<file path="src/rtl/rsa_mexp_ctrl_if.sv">
// Handshake and data bundle between the register bank, the exponentiation sequencer
// and the shared Montgomery multiplier.
interface rsa_mexp_ctrl_if #(
  parameter int unsigned WIDTH = 8
);
  logic             start_cmd;
  logic             stop_cmd;
  logic [WIDTH-1:0] rsa_p;
  logic [WIDTH-1:0] rsa_e;
  logic [WIDTH-1:0] rsa_m;
  logic [WIDTH-1:0] rsa_const;
  logic             mm_start;
  logic [WIDTH-1:0] mm_a;
  logic [WIDTH-1:0] mm_b;
  logic [WIDTH-1:0] mm_n;
  logic [WIDTH-1:0] mm_result;
  logic             mm_done;
  logic [WIDTH-1:0] rsa_c;
  logic             eoc;
  logic             busy;

  // Environment side: register bank plus multiplier.
  modport master (
    output start_cmd, stop_cmd, rsa_p, rsa_e, rsa_m, rsa_const, mm_result, mm_done,
    input  mm_start, mm_a, mm_b, mm_n, rsa_c, eoc, busy
  );

  // Sequencer side.
  modport slave (
    input  start_cmd, stop_cmd, rsa_p, rsa_e, rsa_m, rsa_const, mm_result, mm_done,
    output mm_start, mm_a, mm_b, mm_n, rsa_c, eoc, busy
  );
endinterface

</file>
<file path="src/rtl/rsa_mexp_ctrl.sv">
// Modular-exponentiation sequencer: drives a Montgomery multiplier through conversion,
// left-to-right square-and-multiply over E and back-conversion, returning M^E mod P.
module rsa_mexp_ctrl #(
  parameter int unsigned WIDTH = 8
) (
  input  logic          clk,
  input  logic          rst,
  input  logic          ena,
  rsa_mexp_ctrl_if.slave bus
);
  localparam int unsigned IW = (WIDTH > 1) ? $clog2(WIDTH) : 1;

  typedef enum logic [2:0] {
    StIdle, StPreM, StPreX, StSqr, StMul, StPost, StDrain
  } state_e;

  state_e           state_q, state_d;
  logic [WIDTH-1:0] p_q, p_d, e_q, e_d, m_q, m_d, k_q, k_d;
  logic [WIDTH-1:0] x_q, x_d, mb_q, mb_d, a_q, a_d, b_q, b_d, c_q, c_d;
  logic [IW-1:0]    i_q, i_d;
  logic             start_q, start_d, eoc_q, eoc_d, busy_q, busy_d;
  logic             issue;
  logic [WIDTH-1:0] one;

  assign one = WIDTH'(1);

  always_comb begin
    state_d = state_q;
    p_d     = p_q;
    e_d     = e_q;
    m_d     = m_q;
    k_d     = k_q;
    x_d     = x_q;
    mb_d    = mb_q;
    a_d     = a_q;
    b_d     = b_q;
    c_d     = c_q;
    i_d     = i_q;
    eoc_d   = eoc_q;
    busy_d  = busy_q;
    start_d = 1'b0;
    issue   = 1'b0;

    unique case (state_q)
      StIdle: begin
        // Stop has priority over a coincident start.
        if (!bus.stop_cmd && bus.start_cmd) begin
          p_d     = bus.rsa_p;
          e_d     = bus.rsa_e;
          m_d     = bus.rsa_m;
          k_d     = bus.rsa_const;
          i_d     = IW'(WIDTH - 1);
          eoc_d   = 1'b0;
          busy_d  = 1'b1;
          state_d = StPreM;
          issue   = 1'b1;
        end
      end
      StDrain: begin
        if (bus.mm_done) begin
          busy_d  = 1'b0;
          state_d = StIdle;
        end
      end
      default: begin
        // Every operation state has a multiply in flight until mm_done is seen.
        if (bus.stop_cmd) begin
          state_d = bus.mm_done ? StIdle : StDrain;
          busy_d  = !bus.mm_done;
        end else if (bus.mm_done) begin
          issue = 1'b1;
          unique case (state_q)
            StPreM: begin
              mb_d    = bus.mm_result;
              state_d = StPreX;
            end
            StPreX: begin
              x_d     = bus.mm_result;
              state_d = StSqr;
            end
            StSqr: begin
              x_d = bus.mm_result;
              if (e_q[i_q]) begin
                state_d = StMul;
              end else if (i_q == '0) begin
                state_d = StPost;
              end else begin
                i_d     = i_q - IW'(1);
                state_d = StSqr;
              end
            end
            StMul: begin
              x_d = bus.mm_result;
              if (i_q == '0) begin
                state_d = StPost;
              end else begin
                i_d     = i_q - IW'(1);
                state_d = StSqr;
              end
            end
            StPost: begin
              c_d     = bus.mm_result;
              eoc_d   = 1'b1;
              busy_d  = 1'b0;
              state_d = StIdle;
              issue   = 1'b0;
            end
            default: issue = 1'b0;
          endcase
        end
      end
    endcase

    // Operands are loaded on the same edge that raises mm_start and then held.
    if (issue) begin
      start_d = 1'b1;
      unique case (state_d)
        StPreM: begin a_d = m_d; b_d = k_d;  end
        StPreX: begin a_d = one; b_d = k_q;  end
        StSqr:  begin a_d = x_d; b_d = x_d;  end
        StMul:  begin a_d = x_d; b_d = mb_q; end
        StPost: begin a_d = x_d; b_d = one;  end
        default: start_d = 1'b0;
      endcase
    end
  end

  always_ff @(posedge clk or posedge rst) begin
    if (rst) begin
      state_q <= StIdle;
      p_q     <= '0;
      e_q     <= '0;
      m_q     <= '0;
      k_q     <= '0;
      x_q     <= '0;
      mb_q    <= '0;
      a_q     <= '0;
      b_q     <= '0;
      c_q     <= '0;
      i_q     <= '0;
      start_q <= 1'b0;
      eoc_q   <= 1'b0;
      busy_q  <= 1'b0;
    end else if (ena) begin
      state_q <= state_d;
      p_q     <= p_d;
      e_q     <= e_d;
      m_q     <= m_d;
      k_q     <= k_d;
      x_q     <= x_d;
      mb_q    <= mb_d;
      a_q     <= a_d;
      b_q     <= b_d;
      c_q     <= c_d;
      i_q     <= i_d;
      start_q <= start_d;
      eoc_q   <= eoc_d;
      busy_q  <= busy_d;
    end
  end

  // A pending request survives a freeze and is presented once ena returns.
  assign bus.mm_start = start_q & ena;
  assign bus.mm_a     = a_q;
  assign bus.mm_b     = b_q;
  assign bus.mm_n     = p_q;
  assign bus.rsa_c    = c_q;
  assign bus.eoc      = eoc_q;
  assign bus.busy     = busy_q;

endmodule

</file>
<file path="src/flat_wrapper.sv">
// flat-port wrapper written by rule: the top's interface ports become plain ports
module rsa_mexp_ctrl_flat 
#(
  parameter int unsigned WIDTH = 8
)
  (clk, rst, ena, bus_start_cmd, bus_stop_cmd, bus_rsa_p, bus_rsa_e, bus_rsa_m, bus_rsa_const, bus_mm_result, bus_mm_done, bus_mm_start, bus_mm_a, bus_mm_b, bus_mm_n, bus_rsa_c, bus_eoc, bus_busy);
  rsa_mexp_ctrl_if #(.WIDTH(WIDTH)) bus_i ();
  input  logic clk;
  input  logic rst;
  input  logic ena;
  input wire logic [$bits(bus_i.start_cmd)-1:0] bus_start_cmd;
  input wire logic [$bits(bus_i.stop_cmd)-1:0] bus_stop_cmd;
  input wire logic [$bits(bus_i.rsa_p)-1:0] bus_rsa_p;
  input wire logic [$bits(bus_i.rsa_e)-1:0] bus_rsa_e;
  input wire logic [$bits(bus_i.rsa_m)-1:0] bus_rsa_m;
  input wire logic [$bits(bus_i.rsa_const)-1:0] bus_rsa_const;
  input wire logic [$bits(bus_i.mm_result)-1:0] bus_mm_result;
  input wire logic [$bits(bus_i.mm_done)-1:0] bus_mm_done;
  output wire logic [$bits(bus_i.mm_start)-1:0] bus_mm_start;
  output wire logic [$bits(bus_i.mm_a)-1:0] bus_mm_a;
  output wire logic [$bits(bus_i.mm_b)-1:0] bus_mm_b;
  output wire logic [$bits(bus_i.mm_n)-1:0] bus_mm_n;
  output wire logic [$bits(bus_i.rsa_c)-1:0] bus_rsa_c;
  output wire logic [$bits(bus_i.eoc)-1:0] bus_eoc;
  output wire logic [$bits(bus_i.busy)-1:0] bus_busy;
  assign bus_i.start_cmd = bus_start_cmd;
  assign bus_i.stop_cmd = bus_stop_cmd;
  assign bus_i.rsa_p = bus_rsa_p;
  assign bus_i.rsa_e = bus_rsa_e;
  assign bus_i.rsa_m = bus_rsa_m;
  assign bus_i.rsa_const = bus_rsa_const;
  assign bus_i.mm_result = bus_mm_result;
  assign bus_i.mm_done = bus_mm_done;
  assign bus_mm_start = bus_i.mm_start;
  assign bus_mm_a = bus_i.mm_a;
  assign bus_mm_b = bus_i.mm_b;
  assign bus_mm_n = bus_i.mm_n;
  assign bus_rsa_c = bus_i.rsa_c;
  assign bus_eoc = bus_i.eoc;
  assign bus_busy = bus_i.busy;
  rsa_mexp_ctrl #(.WIDTH(WIDTH)) u_core (.clk(clk), .rst(rst), .ena(ena), .bus(bus_i));
endmodule
</file>
<file path="config.mk">
export PLATFORM = sky130hd
export DESIGN_NAME = rsa_mexp_ctrl_flat
export DESIGN_NICKNAME = d
export VERILOG_FILES = /design/src/rtl/rsa_mexp_ctrl_if.sv /design/src/rtl/rsa_mexp_ctrl.sv /design/src/flat_wrapper.sv
export SDC_FILE = /design/constraint.sdc
export NUM_CORES = 1
export LEC_CHECK = 0
export BUFFER_PORTS_ARGS = -buffer_cell sky130_fd_sc_hd__clkbuf_2
export CORE_UTILIZATION = 47
export DETAILED_ROUTE_END_ITERATION = 8
export HOLD_SLACK_MARGIN = 0.08
export PLACE_DENSITY = 0.71
export REMOVE_ABC_BUFFERS = 1
export SLEW_MARGIN = 20
export SYNTH_ARGS = -nofsm -noshare
export SYNTH_HDL_FRONTEND = slang
export SYNTH_SLANG_ARGS = --single-unit
</file>
<file path="constraint.sdc">
create_clock -name clk -period 4.1 [get_ports clk]
set_input_delay 0.615 -clock clk [delete_from_list [all_inputs] [get_ports clk]]
set_output_delay 0.615 -clock clk [all_outputs]
set_load 0.005 [all_outputs]
</file>
After elaboration in Yosys (flattened, before gate mapping)
Cells that the tools add are included.

Flip-flop bits (word level): 81. Bits of input ports: 46. Output and inout port bits: 35.

Add/subtract/negate cells: 1. Magnitude comparators: 1. Equality and inequality tests: 15. Mux-type cells: 46. Bitwise logic cells: 4. Reduce and logical (&&, ||, !) cells: 25.

Operators by type and width (count): $mux W8 (8); $pmux W8 S5 (1); $mux W3 (12); $pmux W8 S3 (1); $pmux W3 S2 (3); $mux W1 (16); $eq A3 B3 Y1 const B (5); $pmux W3 S5 (1); $reduce_and A5 Y1 (3); $eq A3 B2 Y1 const B (4); $reduce_and A3 Y1 (3); $reduce_bool A3 Y1 (3); $reduce_and A7 Y1 (1); $eq A3 B1 Y1 const B (2); $logic_not A3 Y1 (2); $pmux W1 S2 (3); $reduce_and A6 Y1 (1); $reduce_or A3 Y1 (2); $reduce_bool A5 Y1 (1); $reduce_or A5 Y1 (1); $lt A3 B4 Y1 const B (1); $ne A2 B1 Y1 const B (2); $reduce_bool A2 Y1 (2); $reduce_bool A4 Y1 (1); other kinds (10) (13).

Longest topological paths before layout
Depth in word-level cells: 11. Mapped depth: 10.

Worst setup path before layout
Ideal clock, no wire load.

Path kind: reg2reg. Start: reg u_core.i_q[0]. End: reg u_core.b_q[4] (netlist: u_core.bus.mm_b[4]). Data arrival time: 2077 ps. Required time: 3959 ps. Slack: 1882 ps. Cell stages (with the launch flop): 9. Path through: dfrtp_1 mux4_1 mux2_4 a311oi_4 buf_6 buf_6 nand2_1 o211ai_1 a31oi_1.

Longest elaborated chain between the ends: 10. Elaborated cells on any way between the ends: 17.

RTL lines: start: declaration (RTL line rsa_mexp_ctrl.sv:20) `logic [IW-1:0] i_q, i_d;`; start signal: assignment (RTL line rsa_mexp_ctrl.sv:155) `i_q <= i_d;`; $bmux W1 S3 or $logic_not A3 Y1 (tied branches) (RTL line rsa_mexp_ctrl.sv:83, rsa_mexp_ctrl.sv:85, rsa_mexp_ctrl.sv:94); $mux W1 (not written as such) or $mux W3 (tied branches) (RTL line rsa_mexp_ctrl.sv:83, rsa_mexp_ctrl.sv:85, rsa_mexp_ctrl.sv:94); $mux W3 (RTL line rsa_mexp_ctrl.sv:83) `if (e_q[i_q]) begin`; $pmux W3 S5 (*) (RTL line rsa_mexp_ctrl.sv:72) `unique case (state_q)`; $mux W3 (*) (RTL line rsa_mexp_ctrl.sv:70) `end else if (bus.mm_done) begin`; $mux W3 (*) (RTL line rsa_mexp_ctrl.sv:67) `if (bus.stop_cmd) begin`; $pmux W3 S2 (*) (RTL line rsa_mexp_ctrl.sv:44) `unique case (state_q)`; $eq A3 B1 Y1 (tied with other cells) (RTL line rsa_mexp_ctrl.sv:117) `unique case (state_d)`; $reduce_bool A5 Y1 (no source line); $reduce_and A3 Y1 (no source line); end signal: assignment (RTL line rsa_mexp_ctrl.sv:138) `b_q <= '0;`; end signal: assignment (RTL line rsa_mexp_ctrl.sv:153) `b_q <= b_d;`; end: declaration (RTL line rsa_mexp_ctrl.sv:19) `logic [WIDTH-1:0] x_q, x_d, mb_q, mb_d, a_q, a_d, b_q, b_d, c_q, c_d;`.

Mark *: on every way between the ends. The rest lies on a longest branch, timed or not. The select of a mux whose other input is x is not followed. A chain may end at the register's enable or synchronous reset.

Worst setup path after layout
Start: reg u_core.i_q[0]. End: reg u_core.b_q[1] (netlist: u_core.bus.mm_b[1]).

Same word-level chain as after synthesis.

==> impl_metrics.env <==
export IMPL_worst_path_max_fanout=20
export IMPL_yosysSeqAreaShare_pct=51.1
export IMPL_avgSynthCellArea_um2=9.94
export IMPL_worstSetupStartpointType="flop"
export IMPL_post_cts_setup_buffer_count=0
export IMPL_synth_flop_cell="dfrtp_1"
export IMPL_drv_cap=0
export IMPL_routed_top_layer="met4"
export IMPL_drive_above_1_share_pct=28.1
export IMPL_ctsResizeCount=0
export IMPL_netSwitchingPower_mw=1.18
export IMPL_ant_nets=0
export IMPL_grt_usage_pct=22.3
export IMPL_core_um2=7410
export IMPL_wl_um=8440
export IMPL_final_max_slew_violation_count=0
export IMPL_synth_edff_count=0
export IMPL_endpoint_kind="flop"
export IMPL_ys_types=51
export IMPL_yosys_warnings=0
export IMPL_p_total_mw=3.13
export IMPL_dieArea_um2=8180
export IMPL_grt_remaining_overflow=0
export IMPL_drc=0
export IMPL_power_density_nw_per_um2=725
export IMPL_hold_buffers=0
export IMPL_nNetsFinal=492
export IMPL_clock_fmax_mhz=362
export IMPL_final_common_cell="nand2_1"
export IMPL_wl_met1_um=3920
export IMPL_switching_share_pct=37.7
export IMPL_row_count=31
export IMPL_clockBufferDepth=2
export IMPL_min_period_over_period_pct=67.5
export IMPL_cts_htree_levels=3
export IMPL_clk_pin_slew_worst_paths_ps=80
export IMPL_status="finished, final reports clean"
export IMPL_dr_wl_met2_um=4030
export IMPL_die_width_um=90.4
export IMPL_n_antenna_cell=0
export IMPL_rsz0062_at_grt="false"
export IMPL_tightest_slew_ps=890
export IMPL_syn_area_um2=3680
export IMPL_first_global_vias=2964
export IMPL_syn2layout_area_growth_pct=17.6
export IMPL_antenna_found_initial=0
export IMPL_dpl_cell_area_um2=4130
export IMPL_ir_drop_uv=438
export IMPL_hpwl_um=5690
export IMPL_start_util_pct=49.6
export IMPL_layout_common_cells="nand2_1 (105), clkbuf_2 (80), dfrtp_1 (75), mux2_2 (16)"
export IMPL_cts_sinks=75
export IMPL_r2r_cells=6
export IMPL_setup_violations=0
export IMPL_grt_pass1_wl_um=14200
export IMPL_syn_inst=370
export IMPL_gp_routability_congestion=0.924
export IMPL_tritoncts="built"
export IMPL_arrival_ps=2960
export IMPL_p_seq_share_pct=42.4
export IMPL_tns_ps=0
export IMPL_clockRootBuffer="clkbuf_8"
export IMPL_fin_skew_ps=10.0
export IMPL_drt_iter0_markers=204
export IMPL_clk_latency_ps=350
export IMPL_synth_seq_cells=75
export IMPL_clock_power_share_pct=18.1
export IMPL_cts_buffers=9
export IMPL_p_leak_nw=2.19
export IMPL_firstDrtPassIters=4
export IMPL_io_pins=81
export IMPL_maxSlewHeadroom_pct=40.5
export IMPL_vias_per_cell=5.36
export IMPL_power_frac_comb_pct=39.6
export IMPL_die_height_um=90.4
export IMPL_min_period_ps=2770
export IMPL_fin_area_um2=4320
export IMPL_internal_power_mw=1.95
export IMPL_avgRoutedWirePerCell_um=15.4
export IMPL_path_class="reg2reg"
export IMPL_hold_viol=0
export IMPL_grt_max_degree=39
export IMPL_dr_wl_met3_um=376
export IMPL_vias=2934
export IMPL_portBuffers=80
export IMPL_holdCritPathClass="in2async"
export IMPL_synthArstFlopShare_pct=100
export IMPL_critPathRequiredTime_ps=4300
==> path summary, 6_finish.rpt <==
kind	startpoint	to	slack (ps)
max in group asynchronous	rst	u_core.x_q[1]	2700
worst max-delay path	u_core.i_q[0]	u_core.bus.mm_b[1]	1330
worst min-delay path	rst	u_core.e_q[1]	410
min in group clk	bus_rsa_p[3]	u_core.bus.mm_n[3]	450
worst min register to register	u_core.e_q[5]	u_core.e_q[5]	470
worst max register to register	u_core.i_q[0]	u_core.bus.mm_b[1]	1330
==> worst max-delay path, stage by stage (launching register included) <==
cell	delay, ps
dfrtp_1	420
mux4_1	610
mux2_4	310
a311oi_4	790
nor4b_2	270
nand2_1	140
a31oi_1	80
==> layer usage <==
metal,vias to the layer above,track usage (%)
met5,-,0
met4,0,8.20
met3,11,4.71
met2,63,36.3
met1,1424,29.5
li1,1436,-
==> power groups by stage <==
stage	clock network, mW	registers, mW	logic, mW
after detailed placement	0	1.34	1.24
final	0.566	1.33	1.24
after global placement	0	1.33	1.22
after floorplan	0	1.29	0.857
after global routing	0.604	1.38	1.38
after CTS	0.574	1.32	1.25
==> sequential cells by signal (all words and copies together), names as in the netlist, 2 cells and up <==
signal and count:
u_core.bus.mm_b 8, u_core.x_q 8, u_core.bus.rsa_c 8, u_core.state_q 3, u_core.k_q 8, u_core.m_q 2, u_core.bus.mm_a 8, u_core.bus.mm_n 8
u_core.e_q 8, u_core.i_q 3, u_core.mb_q 8
==> logic make-up (layout without fill, tap and decap cells) <==
family	Yosys count	in the layout	share of synthesized area (%)
multiplexers	39	39	12.5
AO/OA/AOI/OAI	65	65	12.7
adder cells (fa/ha/maj)	2	2	0.681
flip-flops	75	75	51.1
buffers and inverters	37	115	4.32
AND/OR/NAND/NOR	151	151	18.5
XOR/XNOR	1	1	0.238
==> synthesized netlist by cell type (2+ instances only) <==
cell      number  area (um^2)
nand4_1        2         12.5
o31ai_1        3         22.5
a211oi_1       4         30.0
nand2_1      105          394
o211ai_1       7         52.6
a222oi_1       6         60.1
o22ai_1        8         50.1
a31oi_1        9         56.3
dfrtp_1       75         1880
a21oi_1        7         35.0
buf_2          4         20.0
nand3b_1       3         22.5
o21ai_0        6         30.0
ha_1           2         25.0
mux2_2        16          180
nor2b_1        3         18.8
o21ai_1        4         20.0
nand2b_1       5         31.3
mux4_1         2         52.6
or3_1          2         12.5
mux2i_1       10          100
nor4b_1        2         17.5
mux2_1        10          113
clkbuf_1      14         52.6
buf_6          2         22.5
inv_1         15         56.3
nor2_1        15         56.3
nand3_1        3         15.0
a21o_1         4         30.0
==> cell type report <==
cell class	count	area, um^2
sequential	75	1880
inverter	16	60.1
clock buffer	9	124
fill	653	3090
timing repair buffer	84	430
multi-input combinational	258	1640
tap	99	124
clock inverter	6	65.1
==> metrics by stage <==
| step | setup WS (ps) | std cells | utilization [%] | hold WS (ps) |
|---|---|---|---|---|
| floorplan | 1510 | 349 | - | 437 |
| global route | 1110 | 547 | 58.4 | 444 |
| finish | 1330 | 547 | 58.4 | 405 |
| CTS | 1350 | 547 | 58.4 | 428 |
| detailed placement | 1230 | 532 | 55.8 | 459 |
| global placement | 1350 | 532 | 55.8 | 456 |
(Power assumes the default switching activity.)
